`src/rtl/td4_pkg.sv`:
```
// Shared types and constants for the TD4 program loader: FSM state encoding,
// bus widths and the byte-to-nibble split used when writing program memory.
package td4_pkg;

  typedef enum logic [1:0] {
    ST_RUN   = 2'd0,
    ST_LOAD  = 2'd1,
    ST_WRITE = 2'd2,
    ST_DONE  = 2'd3
  } td4_state_t;

  localparam int ADDR_W = 4;
  localparam int DATA_W = 8;

  // Immediate occupies the high nibble of a program byte, opcode the low nibble.
  localparam int IMM_HI = 7;
  localparam int IMM_LO = 4;
  localparam int OPC_HI = 3;
  localparam int OPC_LO = 0;

endpackage

```
`src/rtl/td4_sync_edge.sv`:
```
// N-stage synchronizer for an asynchronous pad input, with an optional
// single-cycle pulse on the synchronized rising edge.
module td4_sync_edge #(
  parameter int STAGES = 2,
  parameter bit EDGE   = 1'b1
) (
  input  logic i_clk,
  input  logic i_rst_n,
  input  logic i_d,
  output logic o_level,
  output logic o_rise
);

  logic [STAGES-1:0] r_sync;

  always_ff @(posedge i_clk or negedge i_rst_n) begin
    if (!i_rst_n) begin
      r_sync <= '0;
    end else begin
      r_sync <= {r_sync[STAGES-2:0], i_d};
    end
  end

  assign o_level = r_sync[STAGES-1];

  generate
    if (EDGE) begin : g_edge
      logic r_prev;
      always_ff @(posedge i_clk or negedge i_rst_n) begin
        if (!i_rst_n) begin
          r_prev <= 1'b0;
        end else begin
          r_prev <= o_level;
        end
      end
      assign o_rise = o_level & ~r_prev;
    end else begin : g_no_edge
      assign o_rise = 1'b0;
    end
  endgenerate

endmodule

```
`src/rtl/td4_prog_loader.sv`:
```
// Serial program loader for the TD4 16x8 program memory: shifts bytes in over
// a two-wire serial link, writes consecutive words and holds the CPU meanwhile.
module td4_prog_loader
  import td4_pkg::*;
#(
  parameter int SYNC_STAGES = 2,
  parameter int WORDS       = 16
) (
  input  logic              clk,
  input  logic              rst_n,
  input  logic              ld_en,
  input  logic              sclk_in,
  input  logic              sdata_in,
  input  logic [ADDR_W-1:0] cpu_pc,
  output logic [ADDR_W-1:0] mem_address,
  output logic [3:0]        mem_opcode,
  output logic [3:0]        mem_immediate,
  output logic              mem_write,
  output logic              cpu_run,
  output logic              load_done,
  output logic [3:0]        word_cnt
);

  localparam logic [ADDR_W-1:0] LAST_PTR = ADDR_W'(WORDS - 1);

  td4_state_t        r_state;
  logic [ADDR_W-1:0] r_ptr;
  logic [2:0]        r_bitcnt;
  logic [DATA_W-1:0] r_shreg;
  logic [3:0]        r_word_cnt;

  logic w_ld_sync;
  logic w_ld_rise_unused;
  logic w_sclk_sync_unused;
  logic w_sclk_rise;
  logic w_sdata_sync;
  logic w_sdata_rise_unused;

  td4_sync_edge #(.STAGES(SYNC_STAGES), .EDGE(1'b1)) u_sync_ld (
    .i_clk   (clk),
    .i_rst_n (rst_n),
    .i_d     (ld_en),
    .o_level (w_ld_sync),
    .o_rise  (w_ld_rise_unused)
  );

  td4_sync_edge #(.STAGES(SYNC_STAGES), .EDGE(1'b1)) u_sync_sclk (
    .i_clk   (clk),
    .i_rst_n (rst_n),
    .i_d     (sclk_in),
    .o_level (w_sclk_sync_unused),
    .o_rise  (w_sclk_rise)
  );

  td4_sync_edge #(.STAGES(SYNC_STAGES), .EDGE(1'b0)) u_sync_sdata (
    .i_clk   (clk),
    .i_rst_n (rst_n),
    .i_d     (sdata_in),
    .o_level (w_sdata_sync),
    .o_rise  (w_sdata_rise_unused)
  );

  always_ff @(posedge clk or negedge rst_n) begin
    if (!rst_n) begin
      r_state    <= ST_RUN;
      r_ptr      <= '0;
      r_bitcnt   <= '0;
      r_shreg    <= '0;
      r_word_cnt <= '0;
    end else begin
      case (r_state)
        ST_RUN: begin
          if (w_ld_sync) begin
            r_state    <= ST_LOAD;
            r_ptr      <= '0;
            r_bitcnt   <= '0;
            r_word_cnt <= '0;
          end
        end
        ST_LOAD: begin
          // Dropping ld_en discards the partial byte; the shift is skipped.
          if (!w_ld_sync) begin
            r_state <= ST_RUN;
          end else if (w_sclk_rise) begin
            r_shreg  <= {r_shreg[DATA_W-2:0], w_sdata_sync};
            r_bitcnt <= r_bitcnt + 3'd1;
            if (r_bitcnt == 3'd7) begin
              r_state <= ST_WRITE;
            end
          end
        end
        ST_WRITE: begin
          r_ptr    <= r_ptr + 1'b1;
          r_bitcnt <= '0;
          // 16 does not fit in four bits, so a full load reads back as 4'hF.
          if (r_word_cnt != 4'hF) begin
            r_word_cnt <= r_word_cnt + 4'd1;
          end
          if (!w_ld_sync) begin
            r_state <= ST_RUN;
          end else if (r_ptr == LAST_PTR) begin
            r_state <= ST_DONE;
          end else begin
            r_state <= ST_LOAD;
          end
        end
        ST_DONE: begin
          if (!w_ld_sync) begin
            r_state <= ST_RUN;
          end
        end
        default: r_state <= ST_RUN;
      endcase
    end
  end

  assign mem_address   = (r_state == ST_RUN) ? cpu_pc : r_ptr;
  assign mem_immediate = r_shreg[IMM_HI:IMM_LO];
  assign mem_opcode    = r_shreg[OPC_HI:OPC_LO];
  assign mem_write     = (r_state == ST_WRITE);
  assign cpu_run       = (r_state == ST_RUN);
  assign load_done     = (r_state == ST_DONE);
  assign word_cnt      = r_word_cnt;

endmodule

```
`config.mk`:
```
export PLATFORM = sky130hd
export DESIGN_NAME = td4_prog_loader
export DESIGN_NICKNAME = d
export VERILOG_FILES = /design/src/rtl/td4_pkg.sv /design/src/rtl/td4_sync_edge.sv /design/src/rtl/td4_prog_loader.sv
export SDC_FILE = /design/constraint.sdc
export NUM_CORES = 1
export LEC_CHECK = 0
export ABC_AREA = 1
export BUFFER_PORTS_ARGS = -buffer_cell sky130_fd_sc_hd__buf_2
export CAP_MARGIN = 0
export CORE_UTILIZATION = 40
export DETAILED_ROUTE_END_ITERATION = 8
export PLACE_DENSITY_LB_ADDON = 0.3
export SETUP_SLACK_MARGIN = 0.1
export SYNTH_ARGS = -nofsm -noshare
export SYNTH_HDL_FRONTEND = slang
export SYNTH_SLANG_ARGS = --single-unit
```
`constraint.sdc`:
```
create_clock -name clk -period 1.97 [get_ports clk]
set_input_delay 0.2955 -clock clk [delete_from_list [all_inputs] [get_ports clk]]
set_output_delay 0.2955 -clock clk [all_outputs]
set_load 0.05 [all_outputs]
```
==> flow_metrics.py <==
metrics = {
    "clocking": {
        "numCtsBuffers": 3,
        "cts_buffer_depth": 2,
        "worstSkewPairLatency_ns": 0.32,
        "clkSlewWorstSetupHoldPaths_ns": 0.14,
        "cts_sinks": 28,
        "root_buffer": "clkbuf_4",
        "cts_tree": "built",
        "htree_levels": 1,
    },
    "grt": {
        "grt_max_degree": 29,
        "grt_overflow": 0,
        "grt_antenna_before_repair": 0,
        "grt_usage": 0.155,
        "grt_pass1_wl_um": 3880,
        "grt_pass1_vias": 894,
    },
    "pwr": {
        "internal-power_w": 0.000799,
        "pwr-share-seq": 0.540,
        "combPwrFrac": 0.229,
        "power_w": 0.00120,
        "pwr_density_cell_nw_per_um2": 790,
        "p_leak_nw": 0.815,
        "vdd_drop_max_uv": 411,
        "p_sw_w": 0.000399,
        "clockPowerShare": 0.231,
        "swShare": 0.333,
    },
    "layout": {
        "drive_above_1_share": 0.297,
        "final_cell_mix": "nand2_1 (49), dfrtp_1 (27), buf_2 (23)",
        "nNetsFinal": 179,
        "n_antenna_cell": 0,
        "areaGrowthSynthToFinish_pct": 25.1,
        "final_cells": 196,
        "final_common_cell": "nand2_1",
    },
    "worst_setup_path": {
        "worst_setup_path_end_kind": "output pin",
        "path_common_cell": "nand2_1",
        "path_class": "reg2out",
        "max_stage_delay_ns": 0.47,
        "required_ns": 1.67,
        "critPathSlowestCell": "dfrtp_2",
        "r2r_cells": 7,
        "crit_chain": "inv_2 -> nand2_1 -> clkinv_4 -> nand2_1 -> o21ai_4 -> buf_4",
        "crit_family": "flip-flops",
        "arrival_ns": 1.48,
        "start_kind": "flip-flop",
        "critical_path_depth": 6,
        "crit_buf_inv": 3,
        "crit_fanout": 9,
    },
    "worst_hold_path": {
        "hold_depth": 1,
        "min_path_type": "in2reg",
    },
    "logic_synthesis": {
        "synth_nets": 144,
        "synth.distinct_cells": 23,
        "syn_avg_cell_area_um2": 9.26,
        "ys_seq_area_frac": 0.578,
        "synthCells": 131,
        "yosys_warnings": 0,
        "syn_area_um2": 1210,
        "ys_ff_latch": 28,
    },
    "die": {
        "initial_core_util": 0.432,
        "ioPinCount": 28,
        "die_h_um": 57.1,
        "coreArea_um2": 2810,
        "die_x_um": 57.1,
        "num_rows": 19,
        "dieArea_um2": 3260,
    },
    "timing": {
        "finalHoldViolations": 0,
        "clock_skew_ns": 0.00303,
        "maxSlewViolCount": 0,
        "period_share": 0.899,
        "fin_setup_tns_ns": 0,
        "period_needed_ns": 1.77,
        "finalSetupViolations": 0,
        "worst_slew_pin_slew_ns": 0.622,
        "grt_setup_unrepaired": "false",
        "fmax_mhz": 565,
        "slew-limit-headroom": 0.585,
    },
    "drt": {
        "firstDrtPassIters": 6,
        "wire_per_inst_um": 11.8,
        "ant_nets": 0,
        "drtIter0Drc": 43,
        "drc": 2,
        "vias": 980,
        "via_per_inst": 5.00,
        "wirelength_um": 2320,
    },
    "placement": {
        "io_buffers": 27,
        "routabilityCongestion": 0.712,
        "dpl.hpwl_um": 1640,
        "dp.cells": 189,
    },
    "run": {
        "maxCapViolations": 0,
    },
    "status": {
        "status": "finished, violations left",
        "violations": "DRC",
    },
}
==> worst register-to-register path, cell delays in order, from the launching register on <==
cell	delay [ns]
dfrtp_1	0.46
ha_1	0.23
nand2_1	0.09
nor2_1	0.05
nand2_1	0.06
nand2_2	0.09
nand2_1	0.08
o21ai_1	0.06
==> final timing paths <==
path	start	to	slack, ns
setup / recovery	r_state[0]$_DFFE_PN0P_	mem_address[2]	0.20
hold / removal	sdata_in	u_sync_sdata.r_sync[0]$_DFF_PN0_	0.06
setup reg to reg	word_cnt[0]$_DFFE_PN0P_	word_cnt[1]$_DFFE_PN0P_	0.75
hold reg to reg	u_sync_sdata.r_sync[0]$_DFF_PN0_	u_sync_sdata.r_sync[1]$_DFF_PN0_	0.37
max in group asynchronous	rst_n	r_state[0]$_DFFE_PN0P_	1.04
min in group asynchronous	rst_n	word_cnt[3]$_DFFE_PN0P_	0.50
==> kinds of logic after synthesis <==
logic type               Yosys count  share of synthesized area
AO/OA/AOI/OAI                     19                     0.0857
flip-flops                        28                      0.578
XOR/XNOR                           1                    0.00723
AND/OR/NAND/NOR                   65                      0.237
buffers and inverters             14                     0.0506
adder cells (fa/ha/maj)            4                     0.0413
==> per-stage QoR <==
stage | util | hold slack (ns) | cell area [um2] | setup slack (ns)
2_1_floorplan | - | -0.0000911 | 1260 | 0.384
5_1_grt | 0.541 | 0.0351 | 1520 | 0.0985
3_3_place_gp | 0.511 | 0.335 | 1430 | 0.478
3_5_place_dp | 0.511 | 0.340 | 1430 | 0.429
6_report | 0.541 | 0.0627 | 1520 | 0.199
4_1_cts | 0.534 | 0.0463 | 1500 | 0.107
==> state kept, by name, summed over array words and instances (netlist names) <==
signal / count
r_state: 2
r_bitcnt: 3
u_sync_ld.r_sync: 2
r_shreg: 8
u_sync_sclk.r_sync: 2
r_ptr: 4
u_sync_sclk.g_edge.r_prev: 1
word_cnt: 4
u_sync_sdata.r_sync: 2
==> area by class of cell <==
class,count,area [um2]
Timing Repair Buffer,31,185
Multi-Input combinational cell,89,495
Inverter,13,58.8
Sequential cell,28,702
Tap cell,31,38.8
Clock buffer,4,36.3
Fill cell,248,1290
==> routing by layer <==
| metal | vias up | global-route usage | part of all wire |
|---|---|---|---|
| li1 | 490 | - | - |
| met1 | 468 | 0.188 | 0.44 |
| met2 | 20 | 0.274 | 0.51 |
| met3 | 2 | 0.0227 | 0.035 |
| met4 | 0 | 0.0732 | 0.0073 |
| met5 | - | 0 | 0 |
==> what timing repair did <==
item / 4_1_cts / 5_1_grt
setup endpoints to repair: 4 / 4
endpoints found under the hold margin: 28 / 0
gates cloned: 0 / 0
gates resized for setup: 5 / 4
buffers inserted: 1 / 1
pin swaps: 0 / 0
hold buffers: 1 / 0
==> power by group through the flow <==
stage	logic, W	clock network, W	registers, W
4_1_cts	0.000271	0.000293	0.000648
2_1_floorplan	0.000107	0	0.000743
6_report	0.000274	0.000276	0.000647
3_5_place_dp	0.000263	0	0.000659
3_3_place_gp	0.000258	0	0.000656
5_1_grt	0.000295	0.000310	0.000654
==> Yosys cell counts, drive strengths merged <==
| cell | count | area share |
|---|---|---|
| o21ai | 15 | 0.062 |
| or2 | 1 | 0.0052 |
| xor2 | 1 | 0.0072 |
| ha | 4 | 0.041 |
| a21oi | 2 | 0.011 |
| nand3 | 7 | 0.039 |
| nand2 | 50 | 0.16 |
| nand4 | 3 | 0.015 |
| a31oi | 1 | 0.0052 |
| clkinv | 2 | 0.010 |
| dfrtp | 28 | 0.58 |
| nor2 | 4 | 0.021 |
| buf | 1 | 0.0062 |
| inv | 11 | 0.034 |
| o2bb2ai | 1 | 0.0072 |
Note: power is estimated with default switching activity, not from simulation.
